### src/rtl/run_detect_pkg.sv
// Shared constants, width helper and per-polarity run state for run_pattern_detector.
// Build option: RUN_DETECT_STICKY_EN selects sticky LED behaviour in run_counter.
package run_detect_pkg;

    localparam int DEF_ONES_RUN  = 3;
    localparam int DEF_ZEROS_RUN = 2;
    localparam int DEF_MAX_RUN   = 15;
    localparam int DEF_EVW       = 8;

    // Internal run-count width; any legal MAX_RUN must fit in it.
    localparam int RUN_CNT_W = 16;

    typedef struct packed {
        logic [RUN_CNT_W-1:0] count;
        logic                 hit;
        logic                 led;
    } run_state_t;

    function automatic int run_cw(input int max_run);
        return $clog2(max_run + 1);
    endfunction

endpackage

### src/rtl/run_counter.sv
// One polarity of the run detector: saturating run count, hit pulse, LED and event counter.
// RUN_DETECT_STICKY_EN defined: LED latches on hit until clear/rst; otherwise LED = (count >= RUN_LEN).
module run_counter
    import run_detect_pkg::*;
#(
    parameter bit  POLARITY = 1'b1,
    parameter int  RUN_LEN  = DEF_ONES_RUN,
    parameter int  MAX_RUN  = DEF_MAX_RUN,
    parameter int  EVW      = DEF_EVW,
    localparam int CW       = run_cw(MAX_RUN)
) (
    input  logic           clk,
    input  logic           rst,
    input  logic           clear,
    input  logic           accept,
    input  logic           bit_in,
    output logic [CW-1:0]  run_len,
    output logic           hit,
    output logic           led,
    output logic [EVW-1:0] events
);

    localparam logic [RUN_CNT_W-1:0] MAX_C  = RUN_CNT_W'(MAX_RUN);
    localparam logic [RUN_CNT_W-1:0] LEN_C  = RUN_CNT_W'(RUN_LEN);
    localparam logic [RUN_CNT_W-1:0] LEN_M1 = RUN_CNT_W'(RUN_LEN - 1);

    run_state_t     state_q, state_d;
    logic [EVW-1:0] events_q, events_d;
    logic           match;

    always_comb begin
        state_d     = state_q;
        state_d.hit = 1'b0;
        events_d    = events_q;
        match       = (bit_in == POLARITY);
        if (clear) begin
            state_d  = '0;
            events_d = '0;
        end else if (accept) begin
            if (match) begin
                if (state_q.count != MAX_C)
                    state_d.count = state_q.count + 1'b1;
                // Only the exact crossing fires, so saturated or longer runs never retrigger.
                state_d.hit = (state_q.count == LEN_M1);
            end else begin
                state_d.count = '0;
            end
`ifdef RUN_DETECT_STICKY_EN
            state_d.led = state_q.led | state_d.hit;
`else
            state_d.led = (state_d.count >= LEN_C);
`endif
            if (state_d.hit && (events_q != {EVW{1'b1}}))
                events_d = events_q + 1'b1;
        end
    end

    always_ff @(posedge clk or posedge rst) begin
        if (rst) begin
            state_q  <= '0;
            events_q <= '0;
        end else begin
            state_q  <= state_d;
            events_q <= events_d;
        end
    end

    assign run_len = state_q.count[CW-1:0];
    assign hit     = state_q.hit;
    assign led     = state_q.led;
    assign events  = events_q;

endmodule

### src/rtl/run_pattern_detector.sv
// Run-length detector top: qualifies samples against clear and maps two run_counter instances to ports.
// Build option: RUN_DETECT_STICKY_EN (sticky LEDs), implemented inside run_counter.
module run_pattern_detector
    import run_detect_pkg::*;
#(
    parameter int  ONES_RUN  = DEF_ONES_RUN,
    parameter int  ZEROS_RUN = DEF_ZEROS_RUN,
    parameter int  MAX_RUN   = DEF_MAX_RUN,
    parameter int  EVW       = DEF_EVW,
    localparam int CW        = run_cw(MAX_RUN)
) (
    input  logic           clk,
    input  logic           rst,
    input  logic           bit_in,
    input  logic           bit_valid,
    input  logic           clear,
    output logic [CW-1:0]  ones_run_len,
    output logic [CW-1:0]  zeros_run_len,
    output logic           ones_hit,
    output logic           zeros_hit,
    output logic           led_ones,
    output logic           led_zeros,
    output logic [EVW-1:0] ones_events,
    output logic [EVW-1:0] zeros_events
);

    if (ONES_RUN < 1 || ONES_RUN > MAX_RUN) begin : g_bad_ones_run
        $error("run_pattern_detector: ONES_RUN must be in 1..MAX_RUN");
    end
    if (ZEROS_RUN < 1 || ZEROS_RUN > MAX_RUN) begin : g_bad_zeros_run
        $error("run_pattern_detector: ZEROS_RUN must be in 1..MAX_RUN");
    end
    if (MAX_RUN < 1 || CW > RUN_CNT_W) begin : g_bad_max_run
        $error("run_pattern_detector: MAX_RUN out of supported range");
    end
    if (EVW < 1) begin : g_bad_evw
        $error("run_pattern_detector: EVW must be at least 1");
    end

    // A sample coinciding with clear is dropped.
    logic accept;
    assign accept = bit_valid & ~clear;

    run_counter #(
        .POLARITY (1'b1),
        .RUN_LEN  (ONES_RUN),
        .MAX_RUN  (MAX_RUN),
        .EVW      (EVW)
    ) u_ones (
        .clk     (clk),
        .rst     (rst),
        .clear   (clear),
        .accept  (accept),
        .bit_in  (bit_in),
        .run_len (ones_run_len),
        .hit     (ones_hit),
        .led     (led_ones),
        .events  (ones_events)
    );

    run_counter #(
        .POLARITY (1'b0),
        .RUN_LEN  (ZEROS_RUN),
        .MAX_RUN  (MAX_RUN),
        .EVW      (EVW)
    ) u_zeros (
        .clk     (clk),
        .rst     (rst),
        .clear   (clear),
        .accept  (accept),
        .bit_in  (bit_in),
        .run_len (zeros_run_len),
        .hit     (zeros_hit),
        .led     (led_zeros),
        .events  (zeros_events)
    );

endmodule
### config.mk
export PLATFORM = sky130hd
export DESIGN_NAME = run_pattern_detector
export DESIGN_NICKNAME = d
export VERILOG_FILES = /design/src/rtl/run_detect_pkg.sv /design/src/rtl/run_counter.sv /design/src/rtl/run_pattern_detector.sv
export SDC_FILE = /design/constraint.sdc
export NUM_CORES = 1
export LEC_CHECK = 0
export BUFFER_PORTS_ARGS = -buffer_cell sky130_fd_sc_hd__buf_4
export CAP_MARGIN = 20
export CORE_MARGIN = 2
export CORE_UTILIZATION = 60
export DETAILED_ROUTE_END_ITERATION = 10
export PLACE_DENSITY = 0.81
export SYNTH_ARGS = -nofsm -noshare
export SYNTH_HDL_FRONTEND = slang
export SYNTH_SLANG_ARGS = --single-unit
### constraint.sdc
create_clock -name clk -period 3.15 [get_ports clk]
set_input_delay 0.1575 -clock clk [delete_from_list [all_inputs] [get_ports clk]]
set_output_delay 0.1575 -clock clk [all_outputs]
set_load 0.05 [all_outputs]
* Word-level counts from Yosys, hierarchy flattened
Index checks and enable logic that the tools add are counted.
** Word-level totals
- Flip-flop bits (word level) :: 52
- Bits of input ports :: 5
- Output and inout bits :: 28
- Logic and storage cells :: 53
** Cells by class
- Add/sub/neg operators :: 4
- $lt $le $gt $ge :: 2
- Eq/ne operators :: 6
- Muxes and demuxes :: 24
- Bitwise logic cells :: 2
- Reductions and logical operators :: 7
** Operators with widths (number)
- $mux 16 :: 8
- $mux 18 :: 4
- $mux 8 :: 6
- $add 16x1->16 const B :: 2
- $ge 16x2->1 const B :: 2
- $ne 16x4->1 const B :: 2
- $add 8x1->8 const B :: 2
- $eq 16x1->1 const B :: 1
- $eq 16x2->1 const B :: 1
- $ne 8x8->1 const B :: 2
- $mux 1 :: 6
- $reduce_bool 2->1 :: 3
- $reduce_and 2->1 :: 2
- $logic_and 1x1->1 :: 2
- $and 1x1->1 :: 1
- $not 1->1 :: 1

* Longest topological paths before layout
- Depth in word-level cells :: 8
- Depth in mapped cells :: 8
- Gate-level depth less buffers :: 7

* Cells and area by module
A second synthesis with hierarchy kept.
** Unflattened totals
- Cell total of the unflattened synthesis :: 423
- Area total of the unflattened synthesis :: 3597.2 um^2
** By module, submodules not included
- run_counter (u_ones) :: instances 1, cells an instance 217, area each 1849.3 um^2, sequential area each 650.6 um^2
- run_counter (u_zeros) :: instances 1, cells an instance 205, area each 1734.2 um^2, sequential area each 650.6 um^2
- run_pattern_detector :: instances 1, cells an instance 1, area each 13.8 um^2, sequential area each 0.0 um^2

* Worst setup path after synthesis
No wires, ideal clock.
- Path kind :: register to register
- From :: reg u_ones.state_q, in the netlist u_ones.run_len[1]
- To :: reg u_ones.state_q, in the netlist u_ones.led
- Library setup time :: 0.136 ns
- Data arrival time :: 2.079 ns
- Path slack :: 0.935 ns
- Stages on the path, launching flop included :: 9
- Path buffers :: 1
- Clock period less this slack :: 2.215 ns
- Path through :: dfrtp_1 > ha_1 > nand3_1 > or2_2 > clkbuf_1 > nor2_1 > xor2_1 > a2111oi_0 > a31oi_1
** On the way
- Word-level cells in the longest chain between the ends :: 8
- Elaborated cells on any way between the ends :: 9
- Classes of those cells :: add/sub (1); order compare (1); eq/ne (1); mux (6)
** RTL lines
- start, declared :: line run_counter.sv:27 : run_state_t state_q, state_d;
- start signal, assigned :: line run_counter.sv:63 : state_q <= state_d;
- $add 16x1->16 or $ne 16x4->1 (tied branches) :: line run_counter.sv:42, run_counter.sv:41
- $mux 16 * :: line run_counter.sv:41 : if (state_q.count != MAX_C)
- $mux 16 * :: line run_counter.sv:40 : if (match) begin
- $mux 16 * :: line run_counter.sv:39 : end else if (accept) begin
- $mux 16 * :: line run_counter.sv:36 : if (clear) begin
- $ge 16x2->1 * :: line run_counter.sv:51 : state_d.led = (state_d.count >= LEN_C);
- $mux 18 * :: line run_counter.sv:39
- $mux 18 * :: line run_counter.sv:36
Mark *: on every way between the ends. The rest lies on a longest branch, timed or not. The select of a mux whose other input is x is not followed.
A chain may end at the register's enable or synchronous reset.

* Worst setup path after layout
Ends and elaborated chain as after synthesis.

==> metrics.md <==
| Metric | Value |
|---|---|
| CP endpoint kind | flop |
| Die H | 79.99 µm |
| Final Hold Vio Count | 0 |
| Fraction of layout cells with a size suffix above 1 | 0.1335 |
| Synthesized area | 3465 µm² |
| Minimum clock period | 2.517 ns |
| Total overflow reported by the global router | 0 |
| Clock power frac | 0.348 |
| Clk_skew | 0.01073 ns |
| Ys Warns | 0 |
| Initial antenna violation count | 0 |
| Max Root-Sink Buffers | 2 |
| Final WL | 7764 µm |
| Pwr Total | around 1.2 mW |
| # port buffers | 32 |
| Maximum clock frequency | 397.3 MHz |
| Peak supply drop | 0.3369 mV |
| Worst-path maximum fanout | 8 |
| Logic pwr share | 0.087 |
| HPWL after DPL | 4994 µm |
| Setup violators final | 0 |
| MaxCap Viol Count | 0 |
| Delay-heaviest family, CP | simple AND/OR/NAND/NOR gates |
| Worst setup margin | 0.6327 ns |
| Remaining antenna violation count | 0 |
| Critical path arrival | 2.72 ns |
| WP data required | around 3.4 ns |
| Final Cycle Share | 0.7991 |
| Total clock sinks | 52 |
| Syn nets | about 440 |
| R2r worst-path depth | 7 |
| R2R setup slack | about 0.63 ns |
| Ys async rst share | 1.000 |
| RR Endpoint | u_ones.led$_DFFE_PP0P_ |
| Vias in the first global route | ~2800 |
| Setup TNS | 0 ns |
| Critical path depth | 7 |
| Hold WC Path Type | in -> reg |
| Top_reg_cell synth | dfrtp_1 |
| Diode count | 0 |
| Reg power frac | 0.565 |
| Synth unique cells | 58 |
| Status | completed |
| Pwr per Cell Area | 323.8 nW/µm² |
| Sw Ratio | 0.2804 |
| Avg Inst Size Synth | 8.171 µm² |
| NetSw | between 0.3 and 0.4 mW |
| Max Slew Vio Count | 0 |
| RePlAce Congestion | 0.8751 |
| Synthesized flop and latch total | 52 |
| Die Wd | 79.99 µm |
| Placeable Area | 5540 µm² |
| Top-level I/O count | 33 |
| Worst Setup SP | u_ones.run_len[1]$_DFFE_PP0P_ |
| Routed via count | 3153 |
| # DRC | 0 |
| GR peak layer | met2 |
| CTS tree | done |
| HP Start | bit_valid |
| Critical path class | reg -> reg |
| Internal cell power | 0.8623 mW |
| Drt pass-1 iters | 5 |
| Pre-CTS setup slack | 0.7013 ns |
| H-tree depth | 2 |
| Nets | 437 |
| WHS Path Cells | 2 |
| Largest net degree at the start of global routing | 53 |
| Slew @ Worst Pin | around 0.66 ns |
| CP Launch Type | flop |
| Leak | 1.575 nW |
| RR Startpoint | u_ones.run_len[1]$_DFFE_PP0P_ |
| RSZ-0062 raised after global routing | no |
| Total track usage | 0.2543 |
| CP max-delay cell | dfrtp_1 |
| Worst path bufs/invs | 0 |
| M3 GR Usage | 0.05543 |
| Clk root buf | clkbuf_8 |
| Number of flops mapped to enable cells by yosys | 0 |
| Relative slew slack | 0.5557 |
| Initial Utilization | 0.6253 |
| First-pass GRT wire length | 13030 µm |
| Area grow syn2layout | 6.826% |
| Routed wire length per instance | 15.56 µm |
| Core Rows | 27 |
| Seq/Total Area, Yosys | 0.3756 |
| Clock slew at reported path FFs | 0.11 ns |
| First DRT Iteration DRCs | 332 |
| Die Area | 6398 µm² |
| Crit path capture | u_ones.led$_DFFE_PP0P_ |
| Mapped Cells | 424 |
| Max incr delay on CP | ~0.53 ns |
| Via/cell ratio | 6.319 |
| GRT met2 Usage | 0.3958 |
| Worst skew pair latency | 0.32 ns |
| CTS Buf Count | 5 |
| Met1 capacity usage during global routing | 0.3562 |
| Critical-path cell list | ha_1, nand3_1, or2_2, nor2_1, xor2_1, a2111oi_0, a31oi_1 |
| Number of fill cells in the layout | 472 |
## metal layers
metal,vias up,share of wire
li1,1524,-
met1,1483,0.46
met2,138,0.46
met3,8,0.067
met4,0,0.0090
met5,-,0
## cell usage after synthesis, drive strengths merged (2+ instances only)
library cell | n | area share
a31oi | 3 | 0.0054
mux2i | 5 | 0.014
xor2 | 9 | 0.023
o211ai | 2 | 0.0043
nand2b | 2 | 0.0036
a22oi | 6 | 0.013
nor2 | 64 | 0.072
nand2 | 30 | 0.033
dfrtp | 52 | 0.38
o21a | 2 | 0.0043
a21oi | 38 | 0.056
o21ai | 21 | 0.030
nand4 | 13 | 0.033
a211oi | 3 | 0.0065
buf | 21 | 0.040
xnor2 | 12 | 0.030
and3 | 11 | 0.020
or4b | 2 | 0.0058
nor3 | 30 | 0.047
inv | 10 | 0.011
nor4 | 12 | 0.023
or3 | 10 | 0.018
ha | 6 | 0.022
and4 | 3 | 0.0076
clkbuf | 18 | 0.023
a21o | 5 | 0.011
nand3 | 16 | 0.023
## worst min-delay path by stage
stage                                          to  slack, ns
floorplan                 u_zeros.led$_DFFE_PP0P_       0.35
global placement            u_zeros.hit$_DFF_PP0_       0.49
detailed placement   u_ones.events[2]$_DFFE_PP0P_       0.50
CTS                 u_zeros.events[1]$_DFFE_PP0P_       0.16
global route        u_ones.run_len[3]$_DFFE_PP0P_       0.27
finish              u_ones.run_len[3]$_DFFE_PP0P_       0.26
## per-stage QoR
step,hold slack (ns),utilization,instances,area (µm²)
after global routing,0.2687,0.6680,499,3701
after CTS,0.1571,0.6626,497,3671
after floorplan,0.3520,-,424,3465
final,0.2620,0.6680,499,3701
after global placement,0.4891,0.6452,489,3575
after detailed placement,0.5042,0.6452,489,3575
## power by group through the flow
stage	sequential, mW	combinational (mW)	clock [mW]
after floorplan	0.696	0.0738	0
after global placement	0.690	0.0985	0
after detailed placement	0.690	0.100	0
after CTS	0.677	0.101	0.422
after global routing	0.678	0.115	0.449
final	0.677	0.104	0.417
## what timing repair did
| action | CTS | global route |
|---|---|---|
| hold buffers | 0 | 1 |
| hold endpoints to repair | 0 | 19 |
| buffers inserted | 0 | 0 |
| gates resized for setup | 0 | 0 |
## area by class of cell
cell class / instances / area, µm² / area share
Multi-Input combinational cell: 323 / 1906 / 0.5149
Clock buffer: 5 / 68.82 / 0.01859
Sequential cell: 52 / 1301 / 0.3516
Tap cell: 72 / 90.09 / 0.02434
Timing Repair Buffer: 34 / 270.3 / 0.07302
Clock inverter: 3 / 27.53 / 0.007437
Inverter: 10 / 37.54 / 0.01014
## sequential cells by signal, indices dropped and copies added, names as in the netlist
| register | flops |
|---|---|
| u_ones.events | 8 |
| u_ones.hit | 1 |
| u_ones.led | 1 |
| u_ones.run_len | 4 |
| u_ones.state_q | 12 |
| u_zeros.events | 8 |
| u_zeros.hit | 1 |
| u_zeros.led | 1 |
| u_zeros.run_len | 4 |
| u_zeros.state_q | 12 |
## cells by family after synthesis
logic type,after synthesis,share of synthesized area
flops,52,0.3756
mux,6,0.01770
xor+xnor,21,0.05309
fa+ha+maj,6,0.02167
buf+inv,49,0.07439
simple gates,199,0.3001
compound gates,91,0.1575
## cell usage in the layout (no fill, tap or decap), drive strengths merged, types with 2 or more instances in the layout
cell type  instances
a21o               5
or3               10
dfrtp             52
mux2i              5
nand2b             2
buf               33
nand4             13
clkbuf             5
nor4              12
o21ai             21
xnor2             12
or4b               2
inv               11
nor3              30
o21a               2
and4               3
and3              11
xor2               9
nor2              64
a21oi             38
a31oi              3
nand3             16
a211oi             3
o211ai             2
a22oi              6
ha                 6
nand2             30
## worst reg2reg max path, delay by kind of cell, from the launching register on
family / cells / cell delay, ns
simple gates: 3 / 0.92
compound gates: 2 / 0.54
flops: 1 / 0.53
fa+ha+maj: 1 / 0.32
xor+xnor: 1 / 0.09
Power figures use the tool's default switching activity.
